$ cat config.mk
export PLATFORM = sky130hd
export DESIGN_NAME = uart_rx_stream_flat
export DESIGN_NICKNAME = d
export VERILOG_FILES = /design/src/rtl/uart_rx_stream_if.sv /design/src/rtl/uart_rx_stream.sv /design/src/flat_wrapper.sv
export SDC_FILE = /design/constraint.sdc
export NUM_CORES = 1
export LEC_CHECK = 0
export CORE_ASPECT_RATIO = 1.75
export CORE_MARGIN = 3
export CORE_UTILIZATION = 40
export DETAILED_ROUTE_END_ITERATION = 8
export DONT_BUFFER_PORTS = 1
export HOLD_SLACK_MARGIN = 0.05
export SYNTH_ARGS = -nofsm -noshare
export SYNTH_HDL_FRONTEND = slang
export SYNTH_SLANG_ARGS = --single-unit
$ cat constraint.sdc
create_clock -name clk -period 2 [get_ports clk]
set_input_delay 0.4 -clock clk [delete_from_list [all_inputs] [get_ports clk]]
set_output_delay 0.4 -clock clk [all_outputs]
set_load 0.02 [all_outputs]
$ cat src/rtl/uart_rx_stream_if.sv
// Byte stream carried from the UART receiver to its consumer: valid/ready handshake plus data.
// The receiver drives through the master modport; the consumer uses the slave modport.
interface uart_rx_stream_if;
    logic       valid;
    logic       ready;
    logic [7:0] data;

    modport master (output valid, output data, input ready);
    modport slave  (input valid, input data, output ready);
endinterface

$ cat src/rtl/uart_rx_stream.sv
// 8N1 UART receiver that delivers each good byte on a valid/ready stream.
// Optional feature macro UART_RX_ERR_EN adds an err pulse for framing errors and overruns.
module uart_rx_stream #(
    parameter int CLK_HZ  = 8_000_000,
    parameter int BAUD    = 115_200,
    parameter int SYNC_FF = 2
) (
    input  logic             clk,
    input  logic             rst,
    input  logic             rx,
`ifdef UART_RX_ERR_EN
    output logic             err,
`endif
    uart_rx_stream_if.master bus
);
    localparam int CLKS_PER_BIT = CLK_HZ / BAUD;
    localparam int HALF         = CLKS_PER_BIT / 2;
    localparam int CNT_W        = $clog2(CLKS_PER_BIT);

    localparam logic [CNT_W-1:0] BIT_LAST  = CNT_W'(CLKS_PER_BIT - 1);
    localparam logic [CNT_W-1:0] HALF_LAST = CNT_W'(HALF - 1);

    localparam logic [2:0] ST_IDLE  = 3'd0;
    localparam logic [2:0] ST_START = 3'd1;
    localparam logic [2:0] ST_DATA  = 3'd2;
    localparam logic [2:0] ST_STOP  = 3'd3;
    localparam logic [2:0] ST_BREAK = 3'd4;

    logic [SYNC_FF-1:0] sync_r;
    logic               rx_s;
    logic               rx_prev_r;
    logic [2:0]         state_r,  state_nx_s;
    logic [CNT_W-1:0]   cnt_r,    cnt_nx_s;
    logic [2:0]         idx_r,    idx_nx_s;
    logic [7:0]         shift_r,  shift_nx_s;
    logic               frame_good_s;
    logic               frame_err_s;
    logic               overrun_s;
    logic               valid_r;
    logic [7:0]         data_r;

    assign rx_s      = sync_r[SYNC_FF-1];
    assign overrun_s = frame_good_s & valid_r & ~bus.ready;
    assign bus.valid = valid_r;
    assign bus.data  = data_r;

    // Synchroniser chain for the asynchronous line, plus a delayed copy for edge detection.
    always_ff @(posedge clk) begin
        if (rst) begin
            sync_r    <= {SYNC_FF{1'b1}};
            rx_prev_r <= 1'b1;
        end else begin
            sync_r    <= {sync_r[SYNC_FF-2:0], rx};
            rx_prev_r <= rx_s;
        end
    end

    // Frame FSM next-state: every sample point is a terminal count of the bit-period counter.
    always_comb begin
        state_nx_s   = state_r;
        cnt_nx_s     = cnt_r + CNT_W'(1);
        idx_nx_s     = idx_r;
        shift_nx_s   = shift_r;
        frame_good_s = 1'b0;
        frame_err_s  = 1'b0;
        case (state_r)
            ST_IDLE: begin
                cnt_nx_s = '0;
                if (rx_prev_r && !rx_s) begin
                    state_nx_s = ST_START;
                end else begin
                    state_nx_s = ST_IDLE;
                end
            end
            ST_START: begin
                if (cnt_r == HALF_LAST) begin
                    cnt_nx_s   = '0;
                    idx_nx_s   = 3'd0;
                    state_nx_s = rx_s ? ST_IDLE : ST_DATA;
                end else begin
                    state_nx_s = ST_START;
                end
            end
            ST_DATA: begin
                if (cnt_r == BIT_LAST) begin
                    cnt_nx_s   = '0;
                    shift_nx_s = {rx_s, shift_r[7:1]};
                    idx_nx_s   = idx_r + 3'd1;
                    state_nx_s = (idx_r == 3'd7) ? ST_STOP : ST_DATA;
                end else begin
                    state_nx_s = ST_DATA;
                end
            end
            ST_STOP: begin
                if (cnt_r == BIT_LAST) begin
                    cnt_nx_s     = '0;
                    frame_good_s = rx_s;
                    frame_err_s  = ~rx_s;
                    state_nx_s   = rx_s ? ST_IDLE : ST_BREAK;
                end else begin
                    state_nx_s = ST_STOP;
                end
            end
            ST_BREAK: begin
                // A held-low line must return high before another start edge can count.
                cnt_nx_s = '0;
                if (rx_s) begin
                    state_nx_s = ST_IDLE;
                end else begin
                    state_nx_s = ST_BREAK;
                end
            end
            default: begin
                cnt_nx_s   = '0;
                state_nx_s = ST_IDLE;
            end
        endcase
    end

    // Frame FSM state registers.
    always_ff @(posedge clk) begin
        if (rst) begin
            state_r <= ST_IDLE;
            cnt_r   <= '0;
            idx_r   <= 3'd0;
            shift_r <= 8'h00;
        end else begin
            state_r <= state_nx_s;
            cnt_r   <= cnt_nx_s;
            idx_r   <= idx_nx_s;
            shift_r <= shift_nx_s;
        end
    end

    // Output holding register: a new byte loads only if the slot is empty or being emptied now.
    always_ff @(posedge clk) begin
        if (rst) begin
            valid_r <= 1'b0;
            data_r  <= 8'h00;
        end else if (frame_good_s && (!valid_r || bus.ready)) begin
            valid_r <= 1'b1;
            data_r  <= shift_r;
        end else if (valid_r && bus.ready) begin
            valid_r <= 1'b0;
        end else begin
            valid_r <= valid_r;
        end
    end

`ifdef UART_RX_ERR_EN
    // Single-cycle error pulse; simultaneous framing error and overrun merge into one pulse.
    always_ff @(posedge clk) begin
        if (rst) begin
            err <= 1'b0;
        end else begin
            err <= frame_err_s | overrun_s;
        end
    end
`else
    logic unused_err_s;
    assign unused_err_s = frame_err_s | overrun_s;
`endif
endmodule

$ cat src/flat_wrapper.sv
// flat-port wrapper written by rule: the top's interface ports become plain ports
module uart_rx_stream_flat 
#(
    parameter int CLK_HZ  = 8_000_000,
    parameter int BAUD    = 115_200,
    parameter int SYNC_FF = 2
)
  (clk, rst, rx, bus_valid, bus_data, bus_ready);
  uart_rx_stream_if bus_i ();
  input  logic clk;
  input  logic rst;
  input  logic rx;
  output wire logic [$bits(bus_i.valid)-1:0] bus_valid;
  output wire logic [$bits(bus_i.data)-1:0] bus_data;
  input wire logic [$bits(bus_i.ready)-1:0] bus_ready;
  assign bus_valid = bus_i.valid;
  assign bus_data = bus_i.data;
  assign bus_i.ready = bus_ready;
  uart_rx_stream #(.CLK_HZ(CLK_HZ), .BAUD(BAUD), .SYNC_FF(SYNC_FF)) u_core (.clk(clk), .rst(rst), .rx(rx), .bus(bus_i));
endmodule
Word-level counts from Yosys, hierarchy flattened

Cells that the tools add are included.

Output and inout port bits: 9
Register bits: 33
Bits of input ports: 4
Logic and storage cells: 49

$add $sub $neg: 2
Muxes and demuxes: 18
Reductions and logical operators: 12
Equal/unequal tests: 9

Operators with widths:

| operator                                                        | number |
|---|---|
| 3-bit 2-to-1 mux                                                | 6 |
| 3-bit one-hot mux with 5 select lines                           | 1 |
| 7-bit 2-to-1 mux                                                | 2 |
| 7-bit one-hot mux with 2 select lines                           | 1 |
| 7-bit by 1-bit adder with 7-bit output, second input constant   | 1 |
| 7-bit by 6-bit == test with 1-bit output, second input constant | 1 |
| 7-bit == test, second input constant                            | 1 |
| 3-bit by 2-bit == test with 1-bit output, second input constant | 2 |
| 3-bit == test, second input constant                            | 2 |
| 1-bit 2-to-1 mux                                                | 6 |
| 3-bit one-hot mux with 2 select lines                           | 1 |
| 2-bit by 1-bit != test with 1-bit output, second input constant | 2 |
| 2-bit nonzero test                                              | 2 |
| 3-bit by 1-bit adder with 3-bit output, second input constant   | 1 |
| 3-bit by 1-bit == test with 1-bit output, second input constant | 1 |
| 1-bit logical AND                                               | 3 |
| 3-bit logical NOT                                               | 1 |
| 3-bit AND reduction                                             | 1 |
| 1-bit logical NOT                                               | 2 |
| 2-bit 2-to-1 mux                                                | 1 |
| 2-bit AND reduction                                             | 1 |
| 2-bit OR reduction                                              | 1 |
| 1-bit logical OR                                                | 1 |

Longest topological paths before layout

Gate-level depths: netlist of run 1.

Depth after elaboration: 5
Mapped depth: 7
Gate-level depth less buffers: 6

Least setup slack after synthesis of run 1

Ideal clock, no wire load.

Kind: register to register
Start point: reg u_core.state_r[0]
End point: reg u_core.data_r[0], in the netlist u_core.bus.data[0]
Cell stages (with the launch flop): 6
Path slack: 0.225 ns
Required time: 1.872 ns
Data arrival time: 1.647 ns
Setup time: 0.128 ns
Cell sequence: dfxtp_1 > buf_4 > or3b_4 > nor4_4 > mux2i_1 > nor2_1

Word-level cells in the longest chain between the ends: 3

Ends and longest elaborated chain:

| element                                  | RTL line              | source |
|---|---|---|
| start: declaration                       | uart_rx_stream.sv:32  | `logic [2:0] state_r, state_nx_s;` |
| start signal: assignment                 | uart_rx_stream.sv:128 | `state_r <= state_nx_s;` |
| 3-bit by 2-bit == test with 1-bit output | uart_rx_stream.sv:66  | `case (state_r)` |
| 1-bit 2-to-1 mux                         | uart_rx_stream.sv:66  |  |
| 1-bit logical AND                        | uart_rx_stream.sv:140 | `end else if (frame_good_s && (!valid_r \|\| bus.ready)) begin` |
| end signal: assignment                   | uart_rx_stream.sv:142 | `data_r <= shift_r;` |
| end: declaration                         | uart_rx_stream.sv:40  | `logic [7:0] data_r;` |

No other way between the ends.
A chain may end at the register's enable or synchronous reset.

Final worst setup path of run 1

Start point: reg u_core.cnt_r[0]
End point: reg u_core.idx_r[1]

Word-level cells in the longest chain between the ends: 3
Elaborated cells between the ends (all ways): 5
Classes of those cells: 4 x eq/ne; 1 x reduce/logical

Ends and longest elaborated chain:

| element                                                                          | RTL line                                   | source |
|---|---|---|
| start: declaration                                                               | uart_rx_stream.sv:33                       | `logic [CNT_W-1:0] cnt_r, cnt_nx_s;` |
| start signal: assignment                                                         | uart_rx_stream.sv:129                      | `cnt_r <= cnt_nx_s;` |
| 7-bit == test / 7-bit by 6-bit == test with 1-bit output (equally long branches) | uart_rx_stream.sv:85, uart_rx_stream.sv:76 |  |
| 2-bit by 1-bit != test with 1-bit output (no source line)                        | --                                         |  |
| 3-bit AND reduction (no source line) *                                           | --                                         |  |
| end signal: assignment                                                           | uart_rx_stream.sv:130                      | `idx_r <= idx_nx_s;` |
| end: declaration                                                                 | uart_rx_stream.sv:34                       | `logic [2:0] idx_r, idx_nx_s;` |

Every way passes the cells marked *; elsewhere a longest branch is shown, timed or not.

==> results of run 1 <==
## layout by cell type (no fill, tap or decap), types with 3 or more instances in the layout
cell type,instances
dfxtp_1,33
nor2_1,30
mux2i_1,19
clkbuf_8,6
buf_4,6
nand2b_1,5
nand3_1,5
ha_1,5
inv_1,4
nand2_1,4
nand4b_1,3
a21oi_1,3
xnor2_1,3
or2_2,3
## sequential cells by signal, indices dropped and copies added, names as in the netlist
signal / flops
u_core.cnt_r: 7
u_core.bus.data: 8
u_core.idx_r: 3
u_core.state_r: 3
u_core.sync_r: 2
u_core.rx_prev_r: 1
u_core.bus.valid: 1
u_core.shift_r: 8
## layout make-up
type | count | area [µm²] | area share
clock inverters | 1 | 30.03 | 0.01881
repair buffers | 6 | 45.04 | 0.02821
well taps | 43 | 53.80 | 0.03370
flip-flops and latches | 33 | 660.6 | 0.4138
multi-input cells | 103 | 705.7 | 0.4420
inverters | 4 | 15.01 | 0.009404
clock buffers | 7 | 86.33 | 0.05408
## cells by family after synthesis
logic type               count (synthesis)
AND/OR/NAND/NOR                         63
flip-flops                              33
multiplexers                            19
AO/OA/AOI/OAI                           11
buffers and inverters                   10
XOR/XNOR                                 5
adder cells (fa/ha/maj)                  5
## critical path: stages (launching register included)
cell,delay (ns)
dfxtp_1,0.39
ha_1,0.16
nor4bb_1,0.31
nand4b_1,0.15
a21oi_1,0.39
mux2i_1,0.23
## power breakdown
| part | internal [W] | total (W) | switching [W] |
|---|---|---|---|
| combinational | 0.0000114 | 0.0000208 | 0.00000941 |
| sequential | 0.000661 | 0.000664 | 0.00000281 |
| clock | 0.000406 | 0.000639 | 0.000233 |
## metal layers
layer | routed length (µm) | vias to the layer above | GRT usage
met5 | 0 | - | 0
met4 | 51 | 0 | 0.06618
met3 | 105 | 6 | 0.04618
met2 | 1370 | 13 | 0.2345
met1 | 1002 | 477 | 0.1386
li1 | - | 508 | -
## through the flow
| step | power (W) | area [µm²] | setup WS, ns |
|---|---|---|---|
| 2_1_floorplan | 0.0007010 | 1408 | 0.2255 |
| 3_3_place_gp | 0.0006992 | 1480 | 0.3222 |
| 3_5_place_dp | 0.0006994 | 1480 | 0.3194 |
| 4_1_cts | 0.001342 | 1597 | 0.2988 |
| 5_1_grt | 0.001375 | 1597 | 0.1274 |
| 6_report | 0.001324 | 1597 | 0.2996 |
## worst paths after layout
kind / startpoint / endpoint / slack [ns] / cells after the start
max: u_core.cnt_r[0] / u_core.idx_r[1] / 0.30 / 5
min: rst / u_core.shift_r[1] / 0.19 / 1
max reg2reg: u_core.cnt_r[0] / u_core.idx_r[1] / 0.30 / 5
min reg2reg: u_core.sync_r[0] / u_core.sync_r[1] / 0.41 / 1
==> out/metrics.yaml, run 1 <==
status: "completed"
yosysMostFrequentCell: "dfxtp_1"
synth_top_family_by_area: "simple AND/OR/NAND/NOR gates"
synthXorXnorAreaFrac: 0.03111
cts_hold_repair.buffers: 0
clock_sinks: 33
peakVddDrop_mv: 0.4835
first_iter_violations: 9
synthSimpleGateAreaFrac: 0.2418
syn_to_final_growth_pct: 13.42
fin_setup_tns_ns: 0
cts_setup_buffers: 0
maxCapViolCount: 0
cp-end-kind: "register"
finClkSkew_ns: 0.004228
boundaryPins: 13
fill_cells: 343
setup_viol: 0
powerDensity_nw_per_um2: 829.1
placed_cells: 189
yosys.area.top_type_share: 0.4693
crit_arrival_ns: 1.91
post-route-util: 0.4872
grt_max_degree: 27
worst_pin_slew_ns: 0.5390
final_cells: 197
grt_pass1_wl_um: 4388
fin_crit_ns: 1.700
cts_tree: "done"
die_area_um2: 4295
totalWireLength_um: 2529
async_flop_share: 0
cts_made_buffers: 5
relSlewSlack: 0.6393
syn_nets: 155
synth_commonest_cells: "33 x dfxtp_1, 30 x nor2_1, 19 x mux2i_1"
fp.dieW_um: 50.84
start_kind: "register"
hold_viol: 0
path_class: "register to register"
synthCells: 146
via_per_inst: 5.096
track_usage: 0.1344
fmax_mhz: 588.1
hold_class: "primary input to register"
drc: 0
hpwl_um: 1830
grt_pass1_vias: 1002
fp.dieH_um: 84.48
seq_area_frac_synth: 0.4693
final_antenna_net_count: 0
hold_slack_ns: 0.1861
rsz0062_at_grt: "no"
start_util: 0.4296
worstSkewPairLatency_ns: 0.28
vias: 1004
drive_gt1_frac: 0.1169
yosys-top-cells-area: "dfxtp_1 47%, mux2i_1 14%, nor2_1 8.0%"
synth_area_per_cell_um2: 9.641
overflow: 0
synth_area_leader_cell: "dfxtp_1"
drt-pass1-iter-count: 4
ys_warn_count: 0
htreeDepth: 2
syn-cell-area_um2: 1408
rows: 27
fin_crit_sh: 0.8502
synth-edff-count: 0
worstPathRequired_ns: 2.21
place.gp.congestion: 0.8045
synthMuxAreaShare: 0.1351
synth_fa_ha_area_frac: 0.04444
cts_buffer_depth: 2
cts.reportedPaths.clkPinSlew_ns: 0.06
wl_per_cell_um: 12.84
antenna_found_initial: 0
critPathMaxFanout: 5
cts_resized: 0
synth.distinct_cells: 32
nNetsFinal: 162
synth_ff_type: "dfxtp_1"
p_leak_nw: 0.6081
core_um2: 3277
port_buffers: 0
diodes: 0
cts_root_buffer: "clkbuf_8"
synth-compound-area-share: 0.04889
ys_ff_latch: 33
drv_slew: 0
No activity file was read; power rests on OpenSTA's default activity.
==> run 2, diff against run 1 <==
- MAX_ROUTING_LAYER: not set -> met4
==> run 2 against run 1 <==
Net effect:
- sequential share of layout area unchanged
- fmax about the same
- critical path type unchanged
- non-clock buffer count is the same
- routed wire length about the same
==> out/metrics.yaml, run 2 (synthesis results as in run 1) <==
cts_buffer_depth: 2  # unchanged
worstReg2RegStart: "u_core.cnt_r[0]"
min_from: "rst"
p_sw_frac: 0.1851  # about the same
place.gp.congestion: 0.8162  # +1.5%
grt_pass1_wl_um: 4388  # unchanged
crit_family: "simple AND/OR/NAND/NOR gates"
path_depth: 5  # unchanged
peakVddDrop_mv: 0.4835  # about the same
overflow: 0  # unchanged
status: "completed"
cts_setup_buffers: 0  # unchanged
hold_class: "primary input to register"
fin_setup_tns_ns: 0  # unchanged
start_util: 0.4296  # unchanged
hpwl_um: 1830  # unchanged
fin_crit_ns: 1.700  # -0.0003790 ns
cts_tree: "done"
worstPathRequired_ns: 2.21  # about the same
track_usage: 0.1382  # +0.003854
diodes: 0  # unchanged
cts_hold_repair.buffers: 0  # unchanged
ff_latch_area_um2: 660.6  # unchanged
reg2reg_slack_ns: 0.30  # about the same
crit_arrival_ns: 1.91  # about the same
cp_num_buf_inv: 0  # unchanged
hold-path-endpoint: "u_core.shift_r[1]"
multi_input_area_um2: 705.7  # unchanged
cp-end-kind: "register"
dpl_cell_area_um2: 1480  # unchanged
wl_per_cell_um: 12.85  # about the same
fin_crit_sh: 0.8500  # about the same
fin_ws_ns: 0.3000  # +0.0003790 ns
setup_viol: 0  # unchanged
boundaryPins: 13  # unchanged
first_iter_violations: 9  # unchanged
core_um2: 3277  # unchanged
hold_path_depth: 1  # unchanged
cts_root_buffer: "clkbuf_8"
pwr-share-seq: 0.502  # about the same
slowest_stage: "dfxtp_1"
fill_cells: 343  # unchanged
clock_sinks: 33  # unchanged
die_area_um2: 4295  # unchanged
nNetsFinal: 162  # unchanged
pre_cts_ws_ns: 0.3194  # unchanged
cts_resized: 0  # unchanged
relSlewSlack: 0.6393  # unchanged
hold_slack_ns: 0.1865  # +0.0003690 ns
maxCapViolCount: 0  # unchanged
worst_pin_slew_ns: 0.5390  # unchanged
finClkSkew_ns: 0.004228  # +0.00000008000 ns
rsz0062_at_grt: "no"
r2r-end: "u_core.idx_r[1]"
fmax_mhz: 588.2  # about the same
drt-pass1-iter-count: 4  # unchanged
rows: 27  # unchanged
antenna_found_initial: 0  # unchanged
path_class: "register to register"
syn_to_final_growth_pct: 13.42  # unchanged
worstPathCellList: "ha_1, nor4bb_1, nand4b_1, a21oi_1, mux2i_1"
cts.reportedPaths.clkPinSlew_ns: 0.06  # about the same
start_kind: "register"
slowest_delay_ns: 0.39  # about the same
fp.dieW_um: 50.84  # unchanged
htreeDepth: 2  # unchanged
vias: 1005  # +0.10%
drv_slew: 0  # unchanged
drc: 0  # unchanged
grt_max_degree: 27  # unchanged
drive_gt1_frac: 0.1169  # unchanged
combPwrFrac: 0.016  # about the same
cts_made_buffers: 5  # unchanged
reg2reg_depth: 5  # unchanged
power_w: 0.001323  # about the same
grt_pass1_vias: 1000  # -0.20%
via_per_inst: 5.102  # about the same
intPower_w: 0.001079  # unchanged
p_leak_nw: 0.6081  # unchanged
hold_viol: 0  # unchanged
fp.dieH_um: 84.48  # unchanged
layout_commonest_cell: "dfxtp_1"
totalWireLength_um: 2531  # about the same
port_buffers: 0  # unchanged
pwr-share-clk: 0.483  # about the same
switchingPower_w: 0.0002449  # -0.12%
fin_area_um2: 1597  # unchanged
critPathMaxFanout: 5  # unchanged
powerDensity_nw_per_um2: 828.9  # about the same
final_antenna_net_count: 0  # unchanged
layout_common_cells: "33 x dfxtp_1, 30 x nor2_1, 19 x mux2i_1"
worstSkewPairLatency_ns: 0.28  # about the same
## run 2: worst max-delay path by stage
stage                                 start            endpoint  slack (ns)
final                       u_core.cnt_r[0]     u_core.idx_r[1]        0.30
after global routing        u_core.cnt_r[0]     u_core.idx_r[1]        0.13
after CTS                   u_core.cnt_r[0]     u_core.idx_r[1]        0.30
after detailed placement    u_core.cnt_r[0]     u_core.idx_r[1]        0.32
after global placement      u_core.cnt_r[0]     u_core.idx_r[0]        0.32
after floorplan           u_core.state_r[0]  u_core.bus.data[0]        0.23
## run 2: layout make-up
type,instances,share of cell area
multi-input cells,103,0.4420
flip-flops and latches,33,0.4138
clock buffers,7,0.05408
well taps,43,0.03370
repair buffers,6,0.02821
clock inverters,1,0.01881
inverters,4,0.009404
## run 2: power by group through the flow
stage,Sequential [W],Combinational [W],Clock (W)
2_1_floorplan,0.000678,0.0000231,0
3_3_place_gp,0.000679,0.0000204,0
3_5_place_dp,0.000679,0.0000205,0
4_1_cts,0.000664,0.0000207,0.000658
5_1_grt,0.000664,0.0000232,0.000688
6_report,0.000664,0.0000208,0.000639
## run 2: metal layers
layer	GRT usage	wire (µm)	up-vias
li1	-	-	508
met1	0.1386	1001	477
met2	0.2345	1376	14
met3	0.04618	102	6
met4	0.06618	50	0
met5	-	0	-
## run 2: per-stage QoR
stage / util / instances
after floorplan: - / 146
after global placement: 0.4517 / 189
after detailed placement: 0.4517 / 189
after CTS: 0.4872 / 197
after global routing: 0.4872 / 197
final: 0.4872 / 197
==> run 3, diff against run 2 <==
- CELL_PAD_IN_SITES_DETAIL_PLACEMENT: not set -> 1
- CELL_PAD_IN_SITES_GLOBAL_PLACEMENT: not set -> 2
- CORE_UTILIZATION: 40 -> 38
- PLACE_DENSITY_LB_ADDON: not set -> 0.1
==> run 3 against run 2 <==
Net effect:
- combinational power is 17% lower
- highest routed layer unchanged
- sequential share of layout area is 0.73 points higher
- power is 11% lower
- first-iteration DRC count is 11% lower
- clock-buffer cell count is 2 lower
- clock power is 23% lower
- die area is 4.8% higher
- via count is 1.6% higher
- hold slack worse by 0.0068 ns
- global-route usage is 1.1 points higher
==> out/metrics.yaml, run 3 (synthesis results as in run 1) <==
worstSkewPairLatency_ns: 0.28  # about the same
first_iter_violations: 8  # -1
cts_buffer_depth: 2  # unchanged
powerDensity_nw_per_um2: 746.8  # -9.9%
fill_cells: 406  # +18%
clock_sinks: 33  # unchanged
nNetsFinal: 162  # unchanged
rows: 28  # +3.7%
diodes: 0  # unchanged
rsz0062_at_grt: "no"
cts_made_buffers: 5  # unchanged
track_usage: 0.1489  # +0.01064
fp.dieW_um: 52.01  # +2.3%
fin_crit_sh: 0.8932  # +0.04315
status: "completed"
dpl_cell_area_um2: 1483  # +0.17%
antenna_found_initial: 0  # unchanged
vias: 1021  # +1.6%
overflow: 0  # unchanged
finClkSkew_ns: 0.006029  # +0.001801 ns
wl_per_cell_um: 13.79  # +7.4%
final_antenna_net_count: 0  # unchanged
fin_setup_tns_ns: 0  # unchanged
reg2reg_slack_ns: 0.21  # -0.09 ns
setup_viol: 0  # unchanged
cts_tree: "done"
worstPathCellList: "ha_1, nor4bb_1, buf_4, nand4b_1, a21oi_1, mux2i_1"
cts_hold_repair.buffers: 0  # unchanged
grt_pass1_wl_um: 4843  # +10%
die_area_um2: 4499  # +4.8%
layout_commonest_cell: "dfxtp_1"
start_kind: "register"
syn_to_final_growth_pct: 11.47
peakVddDrop_mv: 0.5011  # +3.6%
drc: 0  # unchanged
maxCapViolCount: 0  # unchanged
worstPathRequired_ns: 2.21  # about the same
critPathMaxFanout: 5  # unchanged
cp_num_buf_inv: 1  # +1
totalWireLength_um: 2745  # +8.5%
hold_slack_ns: 0.1797  # -0.006799 ns
cts_setup_buffers: 0  # unchanged
drt-pass1-iter-count: 3  # -1
cts_root_buffer: "clkbuf_8"
drive_gt1_frac: 0.1234  # +0.006494
cp-end-kind: "register"
fin_area_um2: 1569  # -1.7%
slowest_delay_ns: 0.41  # +0.02 ns
boundaryPins: 13  # unchanged
fp.dieH_um: 86.51  # +2.4%
crit_arrival_ns: 1.99  # +0.08 ns
cts.reportedPaths.clkPinSlew_ns: 0.07  # about the same
crit_family: "flip-flops"
port_buffers: 0  # unchanged
cts_resized: 0  # unchanged
relSlewSlack: 0.7251  # +0.08574
core_um2: 3468  # +5.8%
fin_crit_ns: 1.786  # +0.08631 ns
hold_class: "primary input to register"
hold_viol: 0  # unchanged
htreeDepth: 2  # unchanged
layout_common_cells: "33 x dfxtp_1, 30 x nor2_1, 19 x mux2i_1"
slowest_stage: "dfxtp_1"
grt_max_degree: 27  # unchanged
hpwl_um: 2047  # +12%
p_leak_nw: 0.5924  # -2.6%
path_class: "register to register"
drv_slew: 0  # unchanged
place.gp.congestion: 0.7431  # -9.0%
worst_pin_slew_ns: 0.4124  # -0.1266 ns
grt_pass1_vias: 1080  # +8.0%
fmax_mhz: 559.8  # -4.8%
start_util: 0.4058  # -0.02371
via_per_inst: 5.131  # +0.57%
## run 3: changes by cell type in the layout (fill, tap and decap cells not counted), sizes merged
cell | previous run | this run
clkinv | 0 | 2
bufinv | 1 | 0
clkinvlp | 0 | 1
clkbuf | 7 | 5
## run 3: path summary, 6_finish.rpt
path	startpoint	endpoint	depth (start not counted)
worst min-delay path	rst	u_core.shift_r[4]	1
worst max register to register	u_core.cnt_r[0]	u_core.idx_r[2]	6
worst min register to register	u_core.sync_r[0]	u_core.sync_r[1]	1
worst max-delay path	u_core.cnt_r[0]	u_core.idx_r[2]	6
## run 3: through the flow
stage          total power (W)  setup slack [ns]  std cells    util
6_report              0.001172            0.2137        199  0.4524
5_1_grt               0.001221           0.07106        199  0.4524
4_1_cts               0.001190            0.1955        199  0.4524
3_5_place_dp         0.0006988            0.2328        191  0.4275
2_1_floorplan        0.0007010            0.2255        146       -
3_3_place_gp         0.0006982            0.2868        191  0.4275
## run 3: cell type report
cell class                 instances  area, µm²  share of cell area
multi-input combinational        103      705.7              0.4498
tap                               45      56.30             0.03589
clock buffer                       5      68.82             0.04386
timing repair buffer               6      45.04             0.02871
inverter                           4      15.01            0.009569
sequential                        33      660.6              0.4211
clock inverter                     3      17.52             0.01116
## run 3: layer usage
layer | global-route usage | wire length (µm)
met1 | 0.1401 | 1071
met2 | 0.2589 | 1496
met3 | 0.04819 | 109
met4 | 0.07876 | 68
met5 | - | 0
## run 3: report_power, final
group | total, W | leakage, nW | switching [W] | internal [W]
registers | 0.000666 | 0.266 | 0.00000474 | 0.000661
clock network | 0.000489 | 0.0439 | 0.000249 | 0.000240
logic | 0.0000173 | 0.282 | 0.00000727 | 0.0000101
total | 0.00117 | 0.592 | 0.000261 | 0.000911
